==> config.mk <==
export PLATFORM = sky130hd
export DESIGN_NAME = insn_cache_flat
export DESIGN_NICKNAME = d
export VERILOG_FILES = /design/src/rtl/cache_pkg.sv /design/src/rtl/insn_cache_if.sv /design/src/rtl/insn_cache_store.sv /design/src/rtl/insn_cache.sv /design/src/flat_wrapper.sv
export SDC_FILE = /design/constraint.sdc
export NUM_CORES = 2
export LEC_CHECK = 0
export ABC_AREA = 1
export CAP_MARGIN = 15
export CORE_ASPECT_RATIO = 0.7
export CORE_MARGIN = 8
export CORE_UTILIZATION = 41
export CTS_CLUSTER_DIAMETER = 200
export CTS_CLUSTER_SIZE = 25
export DETAILED_ROUTE_END_ITERATION = 10
export HOLD_SLACK_MARGIN = 0.06
export SLEW_MARGIN = 25
export SYNTH_ARGS = -nofsm -noshare
export SYNTH_HDL_FRONTEND = slang
export SYNTH_SLANG_ARGS = --single-unit
==> constraint.sdc <==
create_clock -name clk -period 16 [get_ports clk]
set_clock_uncertainty 0.15 [all_clocks]
set_input_delay 3.2 -clock clk [delete_from_list [all_inputs] [get_ports clk]]
set_output_delay 3.2 -clock clk [all_outputs]
set_load 0.005 [all_outputs]
==> src/rtl/cache_pkg.sv <==
// Shared widths, FSM encoding and word-select helper for the instruction cache.
package cache_pkg;

  localparam int unsigned LINE_BITS      = 128;
  localparam int unsigned WORD_BITS      = 32;
  localparam int unsigned LINE_ADDR_BITS = 28;
  localparam int unsigned WORD_ADDR_BITS = 30;
  localparam int unsigned OFF_BITS       = 2;
  localparam int unsigned LINE_WORDS     = LINE_BITS / WORD_BITS;

  typedef logic [LINE_BITS-1:0]      line_t;
  typedef logic [WORD_BITS-1:0]      word_t;
  typedef logic [LINE_ADDR_BITS-1:0] line_addr_t;
  typedef logic [WORD_ADDR_BITS-1:0] word_addr_t;

  typedef enum logic [1:0] {
    ST_IDLE   = 2'd0,
    ST_LOOKUP = 2'd1,
    ST_FILL   = 2'd2
  } state_e;

  // Pick word 'off' out of a 128-bit line (word 0 in the low bits).
  function automatic word_t word_sel(input line_t line, input logic [OFF_BITS-1:0] off);
    logic [LINE_WORDS-1:0][WORD_BITS-1:0] words;
    words = line;
    return words[off];
  endfunction

endpackage

==> src/rtl/insn_cache_if.sv <==
// Fetch-side and bus-master-side signals of the instruction cache.
interface insn_cache_if;
  import cache_pkg::*;

  logic       core_valid;
  word_addr_t core_addr;
  logic       core_ready;
  word_t      core_insn;
  logic       flush;
  logic       insn_start;
  line_addr_t insn_addr;
  logic       insn_ready;
  line_t      insn_data_rd;

  // Cache side: answers the core, requests lines from the bus master.
  modport slave (
    input  core_valid, core_addr, flush, insn_ready, insn_data_rd,
    output core_ready, core_insn, insn_start, insn_addr
  );

  // Environment side: the fetch stage plus the bus master.
  modport master (
    output core_valid, core_addr, flush, insn_ready, insn_data_rd,
    input  core_ready, core_insn, insn_start, insn_addr
  );

endinterface

==> src/rtl/insn_cache_store.sv <==
// Valid/tag/data arrays: combinational read by index, one write port, flush-all of valid bits.
module insn_cache_store
  import cache_pkg::*;
#(
  parameter int unsigned LINES = 16,
  parameter int unsigned IDX   = $clog2(LINES),
  parameter int unsigned TAG   = LINE_ADDR_BITS - IDX
) (
  input  logic           clk,
  input  logic           rst_n,
  input  logic           flush_i,
  input  logic [IDX-1:0] rd_idx_i,
  output logic           rd_valid_c_o,
  output logic [TAG-1:0] rd_tag_c_o,
  output line_t          rd_data_c_o,
  input  logic           wr_en_i,
  input  logic [IDX-1:0] wr_idx_i,
  input  logic [TAG-1:0] wr_tag_i,
  input  line_t          wr_data_i,
  input  logic           wr_valid_i
);

  logic [LINES-1:0] valid_q, valid_d;
  logic [TAG-1:0]   tag_q  [LINES];
  line_t            data_q [LINES];

  // Valid update: a flush wins over the write, clearing every line.
  always_comb begin
    valid_d = valid_q;
    if (wr_en_i) valid_d[wr_idx_i] = wr_valid_i;
    if (flush_i) valid_d = '0;
  end

  // Valid bits are the only state that needs a reset.
  always_ff @(posedge clk or negedge rst_n) begin
    if (!rst_n) valid_q <= '0;
    else        valid_q <= valid_d;
  end

  // Tag and data are overwritten on every fill, valid or not.
  always_ff @(posedge clk) begin
    if (wr_en_i) begin
      tag_q[wr_idx_i]  <= wr_tag_i;
      data_q[wr_idx_i] <= wr_data_i;
    end
  end

  assign rd_valid_c_o = valid_q[rd_idx_i];
  assign rd_tag_c_o   = tag_q[rd_idx_i];
  assign rd_data_c_o  = data_q[rd_idx_i];

endmodule

==> src/rtl/insn_cache.sv <==
// Direct-mapped read-only instruction cache: FSM, request latch and bus-side registers.
module insn_cache
  import cache_pkg::*;
#(
  parameter int unsigned LINES = 16
) (
  input logic          clk,
  input logic          rst_n,
  insn_cache_if.slave  bus
);

  localparam int unsigned IDX = $clog2(LINES);
  localparam int unsigned TAG = LINE_ADDR_BITS - IDX;

  state_e     state_q, state_d;
  word_addr_t req_addr_q, req_addr_d;
  logic       flush_pend_q, flush_pend_d;
  logic       insn_start_q, insn_start_d;
  line_addr_t insn_addr_q, insn_addr_d;

  logic [OFF_BITS-1:0] req_off;
  logic [IDX-1:0]      req_idx;
  logic [TAG-1:0]      req_tag;

  logic           rd_valid;
  logic [TAG-1:0] rd_tag;
  line_t          rd_data;
  logic           hit;
  logic           wr_en;
  logic           wr_valid;
  logic           core_ready_c;
  word_t          core_insn_c;

  assign req_off = req_addr_q[OFF_BITS-1:0];
  assign req_idx = req_addr_q[IDX+OFF_BITS-1:OFF_BITS];
  assign req_tag = req_addr_q[WORD_ADDR_BITS-1:IDX+OFF_BITS];

  // Lookup reads pre-flush valid bits because the flush lands on the next edge.
  assign hit      = rd_valid && (rd_tag == req_tag);
  assign wr_valid = ~(flush_pend_q | bus.flush);

  insn_cache_store #(
    .LINES (LINES),
    .IDX   (IDX),
    .TAG   (TAG)
  ) u_store (
    .clk          (clk),
    .rst_n        (rst_n),
    .flush_i      (bus.flush),
    .rd_idx_i     (req_idx),
    .rd_valid_c_o (rd_valid),
    .rd_tag_c_o   (rd_tag),
    .rd_data_c_o  (rd_data),
    .wr_en_i      (wr_en),
    .wr_idx_i     (req_idx),
    .wr_tag_i     (req_tag),
    .wr_data_i    (bus.insn_data_rd),
    .wr_valid_i   (wr_valid)
  );

  // FSM state register.
  always_ff @(posedge clk or negedge rst_n) begin
    if (!rst_n) state_q <= ST_IDLE;
    else        state_q <= state_d;
  end

  // FSM next-state logic.
  always_comb begin
    state_d = state_q;
    unique case (state_q)
      ST_IDLE:   if (bus.core_valid) state_d = ST_LOOKUP;
      ST_LOOKUP: state_d = hit ? ST_IDLE : ST_FILL;
      ST_FILL:   if (bus.insn_ready) state_d = ST_IDLE;
      default:   state_d = ST_IDLE;
    endcase
  end

  // FSM outputs: core response, store write, and next values of the registered bus side.
  always_comb begin
    req_addr_d   = req_addr_q;
    insn_start_d = 1'b0;
    insn_addr_d  = insn_addr_q;
    flush_pend_d = 1'b0;
    core_ready_c = 1'b0;
    core_insn_c  = '0;
    wr_en        = 1'b0;
    unique case (state_q)
      ST_IDLE: begin
        if (bus.core_valid) req_addr_d = bus.core_addr;
      end
      ST_LOOKUP: begin
        if (hit) begin
          core_ready_c = 1'b1;
          core_insn_c  = word_sel(rd_data, req_off);
        end else begin
          insn_start_d = 1'b1;
          insn_addr_d  = req_addr_q[WORD_ADDR_BITS-1:OFF_BITS];
        end
      end
      ST_FILL: begin
        if (bus.insn_ready) begin
          wr_en        = 1'b1;
          core_ready_c = 1'b1;
          core_insn_c  = word_sel(bus.insn_data_rd, req_off);
        end else begin
          flush_pend_d = flush_pend_q | bus.flush;
        end
      end
      default: ;
    endcase
  end

  // Request latch, pending-flush flag and registered bus request.
  always_ff @(posedge clk or negedge rst_n) begin
    if (!rst_n) begin
      req_addr_q   <= '0;
      flush_pend_q <= 1'b0;
      insn_start_q <= 1'b0;
      insn_addr_q  <= '0;
    end else begin
      req_addr_q   <= req_addr_d;
      flush_pend_q <= flush_pend_d;
      insn_start_q <= insn_start_d;
      insn_addr_q  <= insn_addr_d;
    end
  end

  assign bus.core_ready = core_ready_c;
  assign bus.core_insn  = core_insn_c;
  assign bus.insn_start = insn_start_q;
  assign bus.insn_addr  = insn_addr_q;

endmodule

==> src/flat_wrapper.sv <==
// flat-port wrapper written by rule: the top's interface ports become plain ports
module insn_cache_flat import cache_pkg::*;
#(
  parameter int unsigned LINES = 16
)
  (clk, rst_n, bus_core_valid, bus_core_addr, bus_flush, bus_insn_ready, bus_insn_data_rd, bus_core_ready, bus_core_insn, bus_insn_start, bus_insn_addr);
  insn_cache_if bus_i ();
  input logic clk;
  input logic rst_n;
  input wire logic [$bits(bus_i.core_valid)-1:0] bus_core_valid;
  input wire logic [$bits(bus_i.core_addr)-1:0] bus_core_addr;
  input wire logic [$bits(bus_i.flush)-1:0] bus_flush;
  input wire logic [$bits(bus_i.insn_ready)-1:0] bus_insn_ready;
  input wire logic [$bits(bus_i.insn_data_rd)-1:0] bus_insn_data_rd;
  output wire logic [$bits(bus_i.core_ready)-1:0] bus_core_ready;
  output wire logic [$bits(bus_i.core_insn)-1:0] bus_core_insn;
  output wire logic [$bits(bus_i.insn_start)-1:0] bus_insn_start;
  output wire logic [$bits(bus_i.insn_addr)-1:0] bus_insn_addr;
  assign bus_i.core_valid = bus_core_valid;
  assign bus_i.core_addr = bus_core_addr;
  assign bus_i.flush = bus_flush;
  assign bus_i.insn_ready = bus_insn_ready;
  assign bus_i.insn_data_rd = bus_insn_data_rd;
  assign bus_core_ready = bus_i.core_ready;
  assign bus_core_insn = bus_i.core_insn;
  assign bus_insn_start = bus_i.insn_start;
  assign bus_insn_addr = bus_i.insn_addr;
  insn_cache #(.LINES(LINES)) u_core (.clk(clk), .rst_n(rst_n), .bus(bus_i));
endmodule
; ---- After elaboration in Yosys (flattened, before gate mapping)
; Memory sizes are Yosys's and may differ from the RTL's.
; Cells that the tools add are included.
[op_classes]
addsub = 0
mul = 0
div = 0
n_lt_le_gt_ge = 3
eq_ne = 5
shift = 0
muxes = 28
n_bitwise = 3
n_reduce_logical = 7
[op_table]
columns = cell, n
row1 = binary-select mux 32 bit (select 2 bit), 2
row2 = two-way mux 32 bit, 4
row3 = case mux 32 bit (2 select lines), 1
row4 = two-way mux 16 bit, 2
row5 = equality test 24 bit, 1
row6 = bitwise mux 16 bit, 1
row7 = two-way mux 1 bit, 11
row8 = two-way mux 2 bit, 3
row9 = case mux 2 bit (3 select lines), 1
row10 = AND reduction 2 bit, 3
row11 = less-than comparator 4 x 5 -> 1 bit (second input constant), 1
row12 = binary-select mux 1 bit (select 4 bit), 1
row13 = demux 1 bit (select 4 bit), 1
row14 = >= comparator 4 x 1 -> 1 bit (second input constant), 1
row15 = != test 2 bit (second input constant), 2
row16 = less-than comparator 2 x 3 -> 1 bit (second input constant), 1
row17 = equality test 2 x 1 -> 1 bit (second input constant), 1
row18 = equality test 2 bit (second input constant), 1
row19 = logical AND 1 bit, 2
row20 = logical NOT 2 bit, 1
row21 = NOT 1 bit, 2
row22 = case mux 1 bit (2 select lines), 1
row23 = nonzero test 2 bit, 1
row24 = bitwise OR 1 bit, 1
[totals]
regBits = 78
latchBits = 0
mem_bits_rw = 2432
rom_bits = 0
inputBits = 163
output_inout_bits = 62
word_cells = 54
mem_count = 2
[mem_list]
columns = name, words, word_bits, rd, rd_clocked_by_memory_dff, wr, line_no
row1 = u_core.u_store.data_q, 16, 128, 1, 0, 1, insn_cache_store.sv:25  ; line_t data_q [LINES];
row2 = u_core.u_store.tag_q, 16, 24, 1, 0, 1, insn_cache_store.sv:24  ; logic [TAG-1:0] tag_q [LINES];

; ---- Logic depth before layout (Yosys ltp)
[logic_depth]
word_depth = 7
depth_mapped = 22
ltp_nobuf = 19

; ---- Hierarchy
; A second synthesis with hierarchy kept.
[hier_totals]
cells_unflattened = 9877
hier_area_um2 = 106146.8
[modules_own_cells]
columns = module, instances, cells_each, area_each_um2, seq_area_each_um2
row1 = insn_cache_store, 1, 9026, 100906.8, 73430.4
row2 = insn_cache, 1, 851, 5240.0, 1551.5

; ---- Worst setup path after synthesis
; No wires, ideal clock.
[synth_timing]
path_kind = input to register
from = in bus_insn_ready
to = reg u_core.u_store.valid_q[0]
arrival_time_ns = 14.093
required_time_ns = 15.264
slack_ns = 1.172
path_stages = 3
path_cell_list = nand2_1 -> nor3_1 -> o21ai_0
[synth_via]
elab_chain_cells = 3
[synth_rtl]
columns = element, line_no
row1 = from (decl), flat_wrapper.sv:13  ; input wire logic [$bits(bus_i.insn_ready)-1:0] bus_insn_ready;
row2 = two-way mux 1 bit, insn_cache.sv:101  ; if (bus.insn_ready) begin
row3 = two-way mux 1 bit, insn_cache.sv:87  ; unique case (state_q)
row4 = nonzero test 2 bit (no source line), n/a
row5 = to (signal assigned), insn_cache_store.sv:37  ; else valid_q <= valid_d;
row6 = to (decl), insn_cache_store.sv:23  ; logic [LINES-1:0] valid_q, valid_d;
; No other way between the ends.
; A chain may end at the register's enable or synchronous reset.

; ---- Worst setup path after layout
[layout_timing]
from = reg u_core.req_addr_q[2]
to = out bus_core_insn[6]
[layout_via]
elab_chain_cells = 5
elab_cells_between_ends = 10
classes_between = 1 x eq/ne / 6 x mux / 1 x reduce/logical / 2 x memory
[layout_rtl]
columns = element, line_no
row1 = from (decl), insn_cache.sv:16  ; word_addr_t req_addr_q, req_addr_d;
row2 = from (signal assigned), insn_cache.sv:121  ; req_addr_q <= req_addr_d;
row3 = "memory read (16 x 24 bit), or another cell as far along", n/a
row4 = "equality test 24 bit, or another cell as far along", insn_cache.sv:39  ; assign hit = rd_valid && (rd_tag == req_tag);
row5 = logical AND 1 bit or two-way mux 32 bit (tied branches), "insn_cache.sv:39, cache_pkg.sv:26"
row6 = two-way mux 32 bit (*), insn_cache.sv:92  ; if (hit) begin
row7 = case mux 32 bit (2 select lines) (*), insn_cache.sv:87
row8 = to (decl), flat_wrapper.sv:16  ; output wire logic [$bits(bus_i.core_insn)-1:0] bus_core_insn;
; Mark *: on every way between the ends. The rest lies on a longest branch, timed or not. The select of a mux whose other input is x is not followed.

==> results.yml <==
placement:
  portBuffers: 224
  post-place-ws_ps: 6120
  place_congestion: 0.794
  dp_hpwl_um: 145000
grt:
  grt_max_degree: 159
  grt-ovfl-total: 0
  grt_pass1_wl_um: 403000
  grt_pass1_vias: 54000
  antenna_found_initial: 49
  grtUsageTotal_pct: 22.2
clocking:
  tritoncts: "yes"
  postCtsResizedCells: 0
  cts.sinks: 2510
  clockBufferDepth: 3
  ctsHoldBuffers: 0
  cts_made_buffers: 111
  cts_root_buffer: "clkbuf_16"
  htreeDepth: 3
  clk_pin_slew_ps: 100
  clock_latency_ps: 800
  postCtsSetupRepairBufs: 0
setup_path:
  endpoint_kind: "output pin"
  crit_type: "reg -> out"
  start_kind: "flop"
  crit_path_max_fanout: 88
  cp.arrival_ps: 7410
  required_ps: 12650
worst_hold_path:
  hold_class: "reg -> reg"
timing:
  finalSetupTns_ps: 0
  fin_ws_ps: 5240
  fmaxAchievable_mhz: 92.9
  rsz0062_at_grt: "no"
  worstMarginPinSlew_ps: 1100
  finalHoldViolCount: 0
  slew_headroom_pct: 26.7
  period_share_pct: 67.3
  post-route-min-period_ps: 10760
  report.final.slew_viol_count: 0
  setup_violations: 0
detailed_routing:
  via_per_inst: 6.03
  drt_pass1_iterations: 6
  dr.first_iter.drc_count: 8307
  drt_wl_total_um: 286000
  drc_errors: 0
  wl_per_cell_um: 29.8
  vias: 57900
  drtAntennaViolNets: 0
die:
  ios: 225
  fp.dieW_um: 589
  die_area_um2: 245000
  die_h_um: 417
  initial_core_util_pct: 41.1
  core_area_um2: 229000
  core.rowCount: 147
synthesis:
  ys_seq_area_share_pct: 79.6
  synthDistinctLibCells: 30
  synth_flop_cell: "edfxtp_1"
  yosys_warnings: 0
  ys_async_sr_fraction_pct: 3.11
  syn_area_um2: 94100
  syn_nets: 6629
  syn_avg_cell_area_um2: 14.6
  synth_edf_count: 2432
  synth-seq-cells: 2510
  synthCells: 6463
pwr:
  peakVddDrop_uv: 160
  power.density_nw_per_um2: 158
  p_leak_nw: 32.6
finish:
  final_common_cell: "edfxtp_1"
  final_cell_mix: "edfxtp_1 (2432), nand2_1 (1305), o22ai_1 (1008), o21ai_0 (556), clkdlybuf4s50_1 (223)"
  drive_gt1_share_pct: 4.55
  finalNetCount: 6667
  layout-area-overhead-vs-synth_pct: 9.46
status:
  status: "finished clean"
run:
  drv_cap: 0
-- synthesized netlist by cell type (5+ instances only) --
master | instances | area (um2)
o21bai_1 | 7 | 52.6
a22oi_1 | 25 | 188
o221ai_1 | 18 | 158
dfrtp_1 | 78 | 1950
buf_2 | 62 | 310
o211ai_1 | 11 | 82.6
edfxtp_1 | 2432 | 73000
o21ai_0 | 557 | 2790
buf_1 | 56 | 210
o22a_1 | 18 | 158
a21oi_1 | 83 | 415
o31ai_1 | 5 | 37.5
nor2_1 | 191 | 717
nand2_1 | 1311 | 4920
mux2_2 | 13 | 146
o22ai_1 | 1008 | 6310
inv_1 | 45 | 169
nand3_1 | 124 | 621
buf_4 | 7 | 52.6
clkbuf_1 | 296 | 1110
nand4_1 | 90 | 563
nor3_1 | 10 | 50.1
-- registers in the layout, indices dropped and copies added, names as in the netlist --
register	flops
u_core.bus.insn_addr	28
u_core.bus.insn_start	1
u_core.flush_pend_q	1
u_core.req_addr_q	30
u_core.state_q	2
u_core.u_store.data_q	2048
u_core.u_store.tag_q	384
u_core.u_store.valid_q	16
-- kinds of logic after synthesis --
logic type / share of synthesized area (%)
DFF: 79.6
AOI/OAI and AO/OA: 10.8
and+or+nand+nor: 7.33
buffers and inverters: 1.99
muxes: 0.155
adders and majority gates: 0.0399
-- metal layers --
metal  share of wire, %  GRT usage (%)
met1                 42           32.4
met2                 46           35.2
met3                9.6           4.08
met4                2.0           4.57
met5              0.038              0
-- power breakdown --
group,internal [mW],switching [mW]
registers,7.57,0.304
clock network,1.28,1.98
logic,1.38,3.79
total,10.2,6.07
-- critical path, stage by stage, from the launching register on --
cell	delay, ps
dfrtp_4	780
inv_4	440
nand2_4	740
buf_4	690
buf_4	870
buf_4	620
o22ai_1	120
o21ai_0	280
nand4_1	140
nand2_1	80
nand3_1	100
nand2_1	110
nand3_1	80
a21oi_1	650
clkdlybuf4s50_1	650
-- worst paths after layout --
path                       slack, ps  cells after the start                      endpoint                     start
max                             5240                     14              bus_core_insn[6]      u_core.req_addr_q[2]
min                              330                      2      u_core.bus.insn_addr[10]  u_core.bus.insn_addr[10]
max reg2reg                    10460                      8  u_core.u_store.data_q[7][58]      u_core.req_addr_q[4]
min reg2reg                      330                      2      u_core.bus.insn_addr[10]  u_core.bus.insn_addr[10]
max in group asynchronous      12810                      1          u_core.req_addr_q[0]                     rst_n
min in group asynchronous       2280                      1      u_core.bus.insn_addr[16]                     rst_n
-- through the flow --
stage	total power [mW]	instance area, um2	hold slack (ps)	instances	utilization [%]
global route	17.0	103000	363	9587	45.0
floorplan	10.9	94100	315	6463	-
global placement	13.1	99700	307	9435	43.6
CTS	16.3	103000	340	9582	45.0
finish	16.3	103000	334	9602	45.0
detailed placement	13.1	99900	316	9442	43.7
-- final cells by class --
type | count | area, um2
fill | 20000 | 126000
antenna | 20 | 50.0
timing repair buffer | 346 | 3430
multi-input combinational | 3481 | 17500
clock buffer | 131 | 2850
tap | 3054 | 3820
inverter | 51 | 223
clock inverter | 9 | 233
sequential | 2510 | 75000
No activity file was read; power rests on OpenSTA's default activity.
